===== src/rtl/uart_tx_arbiter.sv =====
// Round-robin arbiter that shares one UART transmitter among NREQ requesters,
// with a watchdog that releases the grant if the transmitter never reports done.
module uart_tx_arbiter #(
  parameter int NREQ    = 4,
  parameter int DBIT    = 8,
  parameter int TIMEOUT = 65535
) (
  input  logic                 i_clk,
  input  logic                 i_reset,
  input  logic [NREQ-1:0]      i_req,
  input  logic [NREQ*DBIT-1:0] i_data,
  input  logic                 i_tx_done_tick,
  output logic                 o_tx_start,
  output logic [DBIT-1:0]      o_tx_din,
  output logic [NREQ-1:0]      o_gnt,
  output logic [NREQ-1:0]      o_ack,
  output logic                 o_err,
  output logic                 o_busy
);

  localparam int IW = $clog2(NREQ);

  typedef enum logic [1:0] {IDLE, START, WAIT, RELEASE} state_t;

  state_t          state, state_n;
  logic [IW-1:0]   last, last_n;
  logic [IW-1:0]   owner, owner_n;
  logic [NREQ-1:0] gnt, gnt_n;
  logic [NREQ-1:0] ack, ack_n;
  logic [DBIT-1:0] din, din_n;
  logic [15:0]     wd, wd_n;
  logic            err, err_n;

  logic [IW-1:0]   win;
  logic [IW-1:0]   idx;
  logic            found;
  logic            expire;

  // First pending requester at or after last+1, wrapping.
  always_comb begin
    win   = last;
    idx   = last;
    found = 1'b0;
    for (int k = 1; k <= NREQ; k++) begin
      idx = IW'((int'(last) + k) % NREQ);
      if (!found && i_req[idx]) begin
        win   = idx;
        found = 1'b1;
      end
    end
  end

  // The START cycle counts toward the limit, so the release lands TIMEOUT cycles after START.
  assign expire = (int'(wd) + 2) >= TIMEOUT;

  always_comb begin
    state_n = state;
    last_n  = last;
    owner_n = owner;
    gnt_n   = gnt;
    din_n   = din;
    wd_n    = wd;
    ack_n   = '0;
    err_n   = 1'b0;
    case (state)
      IDLE: begin
        if (|i_req) begin
          state_n = START;
          owner_n = win;
          gnt_n   = NREQ'(1) << win;
          din_n   = i_data[int'(win)*DBIT +: DBIT];
        end
      end
      START: begin
        wd_n    = '0;
        state_n = WAIT;
      end
      WAIT: begin
        if (i_tx_done_tick) begin
          state_n = RELEASE;
          ack_n   = gnt;
        end else if (expire) begin
          state_n = RELEASE;
          err_n   = 1'b1;
        end else begin
          wd_n = wd + 16'd1;
        end
      end
      RELEASE: begin
        gnt_n   = '0;
        last_n  = owner;
        state_n = IDLE;
      end
      default: state_n = IDLE;
    endcase
  end

  always_ff @(posedge i_clk) begin
    if (i_reset) begin
      state <= IDLE;
      last  <= IW'(NREQ - 1);
      owner <= '0;
      gnt   <= '0;
      ack   <= '0;
      din   <= '0;
      wd    <= '0;
      err   <= 1'b0;
    end else begin
      state <= state_n;
      last  <= last_n;
      owner <= owner_n;
      gnt   <= gnt_n;
      ack   <= ack_n;
      din   <= din_n;
      wd    <= wd_n;
      err   <= err_n;
    end
  end

  assign o_tx_start = (state == START);
  assign o_tx_din   = din;
  assign o_gnt      = gnt;
  assign o_ack      = ack;
  assign o_err      = err;
  assign o_busy     = (state != IDLE);

endmodule


===== config.mk =====
export PLATFORM = sky130hd
export DESIGN_NAME = uart_tx_arbiter
export DESIGN_NICKNAME = d
export VERILOG_FILES = /design/src/rtl/uart_tx_arbiter.sv
export SDC_FILE = /design/constraint.sdc
export NUM_CORES = 1
export LEC_CHECK = 0
export CORE_MARGIN = 2
export CORE_UTILIZATION = 53
export CTS_CLUSTER_SIZE = 8
export DETAILED_ROUTE_END_ITERATION = 12
export PLACE_DENSITY = 0.9
export SLEW_MARGIN = 20
export SYNTH_ARGS = -nofsm -noshare
export SYNTH_HDL_FRONTEND = slang
export SYNTH_SLANG_ARGS = --single-unit
export TNS_END_PERCENT = 5

===== constraint.sdc =====
create_clock -name i_clk -period 7.2 [get_ports i_clk]
set_clock_uncertainty 0.1 [all_clocks]
set_input_delay 1.44 -clock i_clk [delete_from_list [all_inputs] [get_ports i_clk]]
set_output_delay 1.44 -clock i_clk [all_outputs]
set_load 0.02 [all_outputs]

**Word-level counts from Yosys, hierarchy flattened**

Cells that the tools add are included.

- Add/sub/neg operators: 6
- Multipliers: 0
- Divide/modulo/power cells: 0
- $lt $le $gt $ge: 5
- Eq/ne operators: 7
- Shift operators: 2
- Mux-type cells: 25
- Bitwise logic cells: 2
- Reduce and logical (&&, ||, !) cells: 17

Operators with widths:

| kind | number |
|---|---|
| 16-bit 2-to-1 mux | 2 |
| 16-bit one-hot mux with 2 select lines | 1 |
| 32-bit by 6-bit variable part select with 8-bit output | 1 |
| 16-bit by 2-bit adder with 17-bit output, second input constant | 1 |
| 17-bit by 16-bit >= comparator with 1-bit output, second input constant | 1 |
| 16-bit by 1-bit adder with 16-bit output, second input constant | 1 |
| 2-bit 2-to-1 mux | 7 |
| 2-bit by 3-bit less-than comparator with 1-bit output, second input constant | 4 |
| 1-bit binary-select mux with 2-bit select | 4 |
| 1-bit 2-to-1 mux | 8 |
| 2-bit one-hot mux with 4 select lines | 1 |
| 4-bit one-hot mux with 2 select lines | 1 |
| 2-bit != test, second input constant | 3 |
| 2-bit AND reduction | 3 |
| 2-bit nonzero test | 3 |
| 3-bit OR reduction | 2 |
| 2-bit by 1-bit adder with 2-bit output, second input constant | 2 |
| 2-bit adder, second input constant | 2 |
| 2-bit == test, second input constant | 2 |
| 4-bit 2-to-1 mux | 1 |
| 4-bit OR reduction | 1 |
| 1-bit by 2-bit left shift with 4-bit output, first input constant | 1 |
| 1-bit logical AND | 3 |
| 1-bit zero test | 3 |
| other kinds (5) | 6 |

- Register bits after elaboration: 39
- Latch bits: 0
- Bits in writable memories: 0
- ROM bits: 0
- Output and inout bits: 19
- Memories kept: 0

**Depth between registers and ports, before layout**

Gate-level depths: netlist of run 1.

- Depth in word-level cells: 16
- Mapped depth: 8
- Mapped depth without buffers: 8

**Least setup slack after synthesis of run 1**

No wires, ideal clock.

- Kind: input-to-reg
- From: input i_req[3]
- To: register din[0], in the netlist o_tx_din[0]
- Library setup time: 0.132 ns
- Arrival time: 3.040 ns
- Required time: 6.968 ns
- Slack: 3.928 ns
- Cell stages on the path: 7
- Buffers on the path: 1
- Cell sequence: nor2b_1 > a21o_1 > a221oi_2 > buf_4 > mux4_2 > nand2_1 > a21oi_1

- Longest elaborated chain between the ends: 13
- Elaborated cells between the ends (all ways): 24
- Those cells by class: shift (1); mux (15); reduce/logical (8)

Ends and longest elaborated chain:

| element | RTL line | text |
|---|---|---|
| start: declaration | 10 | `input logic [NREQ-1:0] i_req,` |
| 1-bit binary-select mux with 2-bit select | 46 | `if (!found && i_req[idx]) begin` |
| 1-bit 2-to-1 mux (implied by the code) | 46 |  |
| 1-bit 2-to-1 mux | 46 |  |
| 1-bit zero test | 46 |  |
| 1-bit logical AND | 46 |  |
| 1-bit 2-to-1 mux | 46 |  |
| 1-bit zero test | 46 |  |
| 1-bit logical AND | 46 |  |
| 1-bit 2-to-1 mux | 46 |  |
| 1-bit zero test | 46 |  |
| 1-bit logical AND | 46 |  |
| 2-bit 2-to-1 mux | 46 |  |
| 32-bit by 6-bit variable part select with 8-bit output | 71 | `din_n = i_data[int'(win)*DBIT +: DBIT];` |
| end signal: assignment | 114 | `din <= din_n;` |
| end: declaration | 30 | `logic [DBIT-1:0] din, din_n;` |

Parallel ways exist; a longest one is shown, timed or not. The select of a mux whose other input is x is not followed.
A chain may end at the register's enable or synchronous reset.

**Worst setup path after layout of run 1**

- From: input i_req[3]
- To: register din[5], in the netlist o_tx_din[5]

Same word-level chain as after synthesis.

==> key figures, run 1 <==
Route
  – DR DRC count: 0
  – Drt first pass iters: 4
  – DRT antenna net count: 0
  – Detailed Route WL: 5995 um
  – Vias: 2,194
  – Drt via density: 5.851
  – DR iter-0 viols: 193
  – Routed len/inst: 15.99 um

Yosys
  – Syn nets: 315
  – Synth Register Bits: 39
  – Mapped Area: 2310 um^2
  – Cells after synthesis: 267
  – Seq/Total Area, Yosys: 33.80%
  – Post-synth top flop: dfxtp_1
  – Ys Warns: 0
  – Largest cells by area after synthesis: dfxtp_1, mux4_2, nand2_1
  – Yosys cell types: 53
  – Yosys top cell by area: dfxtp_1
  – Syn Area/Cell: 8.651 um^2
  – Post-synth EDFFs: 0
  – Ys async rst share: 0%
  – Area fraction of the dominant cell type after synthesis: 33.80%

Clock tree
  – Post-CTS setup buffer count: 0
  – CTS H-Tree Depth: 2
  – CTS Root Cell: clkbuf_8
  – Worst-path clk slew: 0.08 ns
  – Latest clock arrival within the worst-skew pair: 0.30 ns
  – Total CTS buffers: 5
  – Clock sinks: 39
  – CTS tree: done
  – Clock buffer depth: 2
  – Post-CTS sizing: 0
  – CTS Hold Bufs: 0

GRT
  – Total track usage: 25.40%
  – Largest net degree at the start of global routing: 29
  – Number of global-route vias before repair: 2,143
  – Grt ovf: 0
  – Antenna violations before repair: 0
  – First-pass GRT wire length: 9880 um

Layout
  – P&R area growth vs syn: 30.93%
  – Proportion of layout cells with a drive suffix above 1: 9.907%
  – Final non-filler cell total: 375
  – Commonest non-fill, non-tap cells in the layout: clkdlybuf4s50_1, dfxtp_1, nand2_1, nor2_1, a21oi_1
  – Fin nets: 370
  – N_diodes: 0
  – Most common cell after layout, fill and taps aside: clkdlybuf4s50_1

Critical path
  – Critical-path top delay cell: mux4_2
  – CP Cell Sequence: clkdlybuf4s50_1, nor2b_1, a21o_1, a221oi_2, buf_4, mux4_2, nand2_1, a21oi_1
  – Startpoint types: input port
  – Slowest stage delay, CP: 0.53 ns
  – Required time worst endpoint: 7.23 ns
  – Crit. End Element: flop
  – Worst EP arrival: 3.46 ns
  – Max FO, Critical Path: 13
  – WS Path Type: input port to flop

Timing
  – Final hold viol count: 0
  – Setup TNS: 0 ns
  – Rel. slew slack: 33.02%
  – Final worst-path cycle share: 47.70%
  – Fmax: 291.1 MHz
  – Unrepaired setup endpoints after global routing: no
  – Final min period: 3.435 ns
  – Slew at the pin closest to its max-slew limit: 1.002 ns
  – Endpoints failing setup: 0
  – Fin Hold WS: 0.3633 ns
  – Slew Limit Fails: 0

Status
  – Status: complete, no violations

Place
  – GPL Wtd Cong: 0.8694
  – PortBufs: 57
  – Post-DP HPWL: 4368 um
  – Placed cells: 367

Die
  – Die area: 4902 um^2
  – Die X: 70.02 um
  – Die H: 70.02 um
  – Initial Util: 54.17%
  – Core Region: 4264 um^2
  – # IOs: 58
  – Row count: 24

Hold path
  – Tightest Hold Check Type: flop to flop

Job
  – Max cap viols: 0

Pwr
  – PD cells: 258.2 nW/um^2
  – Leak: 0.001040 uW
  – Maximum VDD drop: 197.7 uV
## state kept, by name (all words and copies together) (netlist names)
register,count
state,2
o_tx_din,8
o_gnt,4
o_err,1
wd,16
o_ack,4
owner,2
last,2
## per-layer routing
metal / GRT usage, % / vias up / share of wire [%]
li1: - / 1066 / -
met1: 28.75 / 1056 / 41
met2: 47.51 / 62 / 54
met3: 5.195 / 10 / 3.9
met4: 7.692 / 0 / 1.7
met5: 0 / - / 0
## cell usage after synthesis (4+ instances only)
master and number:
dfxtp_1 39, nand2_1 38, nor2_1 28, a21oi_1 20, nand3_1 11, ha_1 9, inv_1 8, mux4_2 8
xnor2_1 8, clkbuf_1 7, or3_1 7, nand2b_1 6, nand4_1 5, nor2b_1 5, o21ai_0 5, and2_1 4
mux2i_1 4, o21ai_1 4
## metrics by stage
| stage | power [uW] | worst slack, ns | utilization (%) | instance area (um^2) |
|---|---|---|---|---|
| after floorplan | 473.3 | 3.928 | - | 2310 |
| after global placement | 578.8 | 3.548 | 68.28 | 2912 |
| after detailed placement | 594.9 | 3.478 | 68.28 | 2912 |
| after CTS | 780.9 | 3.777 | 70.92 | 3024 |
| after global routing | 820.8 | 3.634 | 70.92 | 3024 |
| final | 780.8 | 3.765 | 70.92 | 3024 |
## critical path, delay by kind of cell
family	cells	cell delay (ns)
simple gates	2	0.26
mux	1	0.53
compound gates	3	0.48
buf+inv	2	0.74
## worst paths after layout
path	startpoint	end	slack [ns]	depth (start not counted)
setup / recovery	i_req[3]	o_tx_din[5]$_SDFFE_PP0P_	3.77	8
hold / removal	o_tx_din[2]$_SDFFE_PP0P_	o_tx_din[2]$_SDFFE_PP0P_	0.36	2
setup reg to reg	wd[1]$_SDFFE_PP0P_	o_err$_SDFF_PP0_	4.57	8
hold reg to reg	o_tx_din[2]$_SDFFE_PP0P_	o_tx_din[2]$_SDFFE_PP0P_	0.36	2
## power by group
| group | switching, uW | internal (uW) |
|---|---|---|
| clock | 82.9 | 103 |
| combinational | 174 | 145 |
| sequential | 27.4 | 249 |
| total | 284 | 497 |
## area by class of cell
class	count	area, um^2
Clock buffer	5	68.82
Clock inverter	3	43.79
Fill cell	331	1240
Inverter	8	30.03
Multi-Input combinational cell	209	1450
Sequential cell	39	780.7
Tap cell	52	65.06
Timing Repair Buffer	59	585.6
## kinds of logic (layout without fill, tap and decap cells)
family,Yosys count,in the layout,synth area share (%)
xor+xnor,8,8,3.034
fa+ha+maj,9,9,4.875
buf+inv,19,75,3.413
flops,39,39,33.80
mux,12,12,9.534
compound gates,52,52,15.28
simple gates,128,128,30.07
Power figures use the tool's default switching activity.
==> inputs of run 2 (changes only) <==
--- a/config.mk
+++ b/config.mk
@@ -6,10 +6,10 @@
 export NUM_CORES = 1
 export LEC_CHECK = 0
 export CORE_MARGIN = 2
-export CORE_UTILIZATION = 53
+export CORE_UTILIZATION = 44
 export CTS_CLUSTER_SIZE = 8
 export DETAILED_ROUTE_END_ITERATION = 12
-export PLACE_DENSITY = 0.9
+export PLACE_DENSITY = 0.81
 export SLEW_MARGIN = 20
 export SYNTH_ARGS = -nofsm -noshare
 export SYNTH_HDL_FRONTEND = slang
==> constraint.sdc (replaced) <==
create_clock -name i_clk -period 2.9 [get_ports i_clk]
set_clock_uncertainty 0.1 [all_clocks]
set_input_delay 0.58 -clock i_clk [delete_from_list [all_inputs] [get_ports i_clk]]
set_output_delay 0.58 -clock i_clk [all_outputs]
set_load 0.02 [all_outputs]
==> key figures, run 2 (synthesis results as in run 1) <==
Status
  – Status: complete, no violations

Timing
  – Final hold viol count: 0
  – Setup TNS: 0 ns
  – Slew Limit Fails: 0
  – Fin Hold WS: 0.3580 ns
  – Final min period: 2.582 ns
  – Endpoints failing setup: 0
  – Fmax: 387.3 MHz
  – Final worst-path cycle share: 89.03%
  – Unrepaired setup endpoints after global routing: no
  – Rel. slew slack: 63.79%
  – Slew at the pin closest to its max-slew limit: 0.5401 ns

Route
  – DRT met1 WL: 2263 um
  – Routed len/inst: 13.51 um
  – Highest routing layer actually used: met4
  – Drt via density: 5.359
  – Met2 WL: 2602 um
  – DRT antenna net count: 0
  – Detailed Route WL: 5378 um
  – Drt first pass iters: 4
  – Met3 Wirelength: 423 um
  – DR DRC count: 0
  – DR iter-0 viols: 55
  – Vias: 2,133

Pwr
  – Switch share: 37.28%
  – PD cells: 603.4 nW/um^2
  – Seq pwr share: 36.8%
  – Pint: 1160 uW
  – Power share of the clock group: 20.9%
  – Leak: 0.001048 uW
  – Maximum VDD drop: 308.6 uV
  – Net switching power: 689.3 uW
  – Combinational Power Share: 42.3%

Critical path
  – Worst EP arrival: 1.90 ns
  – WS Path Type: flop to output pin
  – Required time worst endpoint: 2.22 ns
  – Crit. End Element: output pin
  – Max FO, Critical Path: 6
  – Startpoint types: flop
  – Reg2Reg Depth: 8

Clock tree
  – Worst-path clk slew: 0.09 ns
  – CTS tree: done
  – Post-CTS setup buffer count: 0
  – Total CTS buffers: 5
  – Clock sinks: 39
  – CTS H-Tree Depth: 2
  – Clock buffer depth: 2
  – CTS Hold Bufs: 0
  – CTS Root Cell: clkbuf_8
  – Post-CTS sizing: 0
  – Latest clock arrival within the worst-skew pair: 0.30 ns

Place
  – PortBufs: 57
  – Post-DP HPWL: 4168 um
  – GPL Wtd Cong: 0.8236

Layout
  – Max reg flops: 16
  – N_diodes: 0
  – Largest Register: wd
  – Number of fillers in the final layout: 462
  – Fin nets: 375
  – Most common cell after layout, fill and taps aside: clkdlybuf4s50_1
  – P&R area growth vs syn: 32.67%
  – Proportion of layout cells with a drive suffix above 1: 11.28%
  – Commonest non-fill, non-tap cells in the layout: clkdlybuf4s50_1, dfxtp_1, nand2_1, nor2_1, a21oi_1

Die
  – Core Region: 5075 um^2
  – Die X: 76.45 um
  – Initial Util: 45.51%
  – Row count: 26
  – Die H: 76.45 um
  – Die area: 5845 um^2
  – # IOs: 58

Job
  – Max cap viols: 0

GRT
  – First-pass GRT wire length: 9301 um
  – Grt ovf: 0
  – Antenna violations before repair: 0
  – Largest net degree at the start of global routing: 15
  – Total track usage: 19.66%
  – Number of global-route vias before repair: 2,129

Hold path
  – Tightest Hold Check Type: flop to flop
  – WHS Path Cells: 2
## run 2: layout make-up
| cell class | instances | area (um^2) | share of cell area [%] |
|---|---|---|---|
| clock inverters | 3 | 23.77 | 0.7758 |
| well taps | 70 | 87.58 | 2.858 |
| clock buffers | 5 | 68.82 | 2.246 |
| repair buffers | 64 | 623.1 | 20.33 |
| inverters | 8 | 30.03 | 0.9800 |
| flip-flops and latches | 39 | 780.7 | 25.48 |
| multi-input cells | 209 | 1450 | 47.33 |
## run 2: per-layer routing
layer  vias up  GRT usage, %
met4         0         6.909
li1       1081             -
met1       988         21.44
met3         6         7.820
met2        58         34.51
met5         -             0
## run 2: power groups by stage
stage	registers, uW	logic, uW	clock network, uW
finish	681	782	386
global route	691	862	415
CTS	680	788	393
detailed placement	691	784	0
global placement	688	768	0
floorplan	741	434	0
## run 2: critical path, stage by stage, from the launching register on
cell and delay [ns]:
dfxtp_1 0.40, inv_1 0.11, ha_1 0.28, inv_1 0.18, clkdlybuf4s50_1 0.65
## run 2: stage by stage
stage / setup WS, ns / utilization [%] / std cells / power (uW) / cell area, um^2
global route: 0.1703 / 60.38 / 398 / 1968 / 3064
CTS: 0.3289 / 60.38 / 398 / 1861 / 3064
detailed placement: 0.07303 / 58.56 / 390 / 1475 / 2972
floorplan: 0.4881 / - / 267 / 1175 / 2310
global placement: 0.1328 / 58.56 / 390 / 1455 / 2972
finish: 0.3183 / 60.38 / 398 / 1849 / 3064
## run 2: path summary, 6_finish.rpt
check	startpoint	to	slack (ns)
worst max-delay path	state[0]$_SDFFE_PP0P_	o_busy	0.32
worst min-delay path	o_tx_din[7]$_SDFFE_PP0P_	o_tx_din[7]$_SDFFE_PP0P_	0.36
worst max register to register	wd[2]$_SDFFE_PP0P_	wd[3]$_SDFFE_PP0P_	0.34
worst min register to register	o_tx_din[7]$_SDFFE_PP0P_	o_tx_din[7]$_SDFFE_PP0P_	0.36
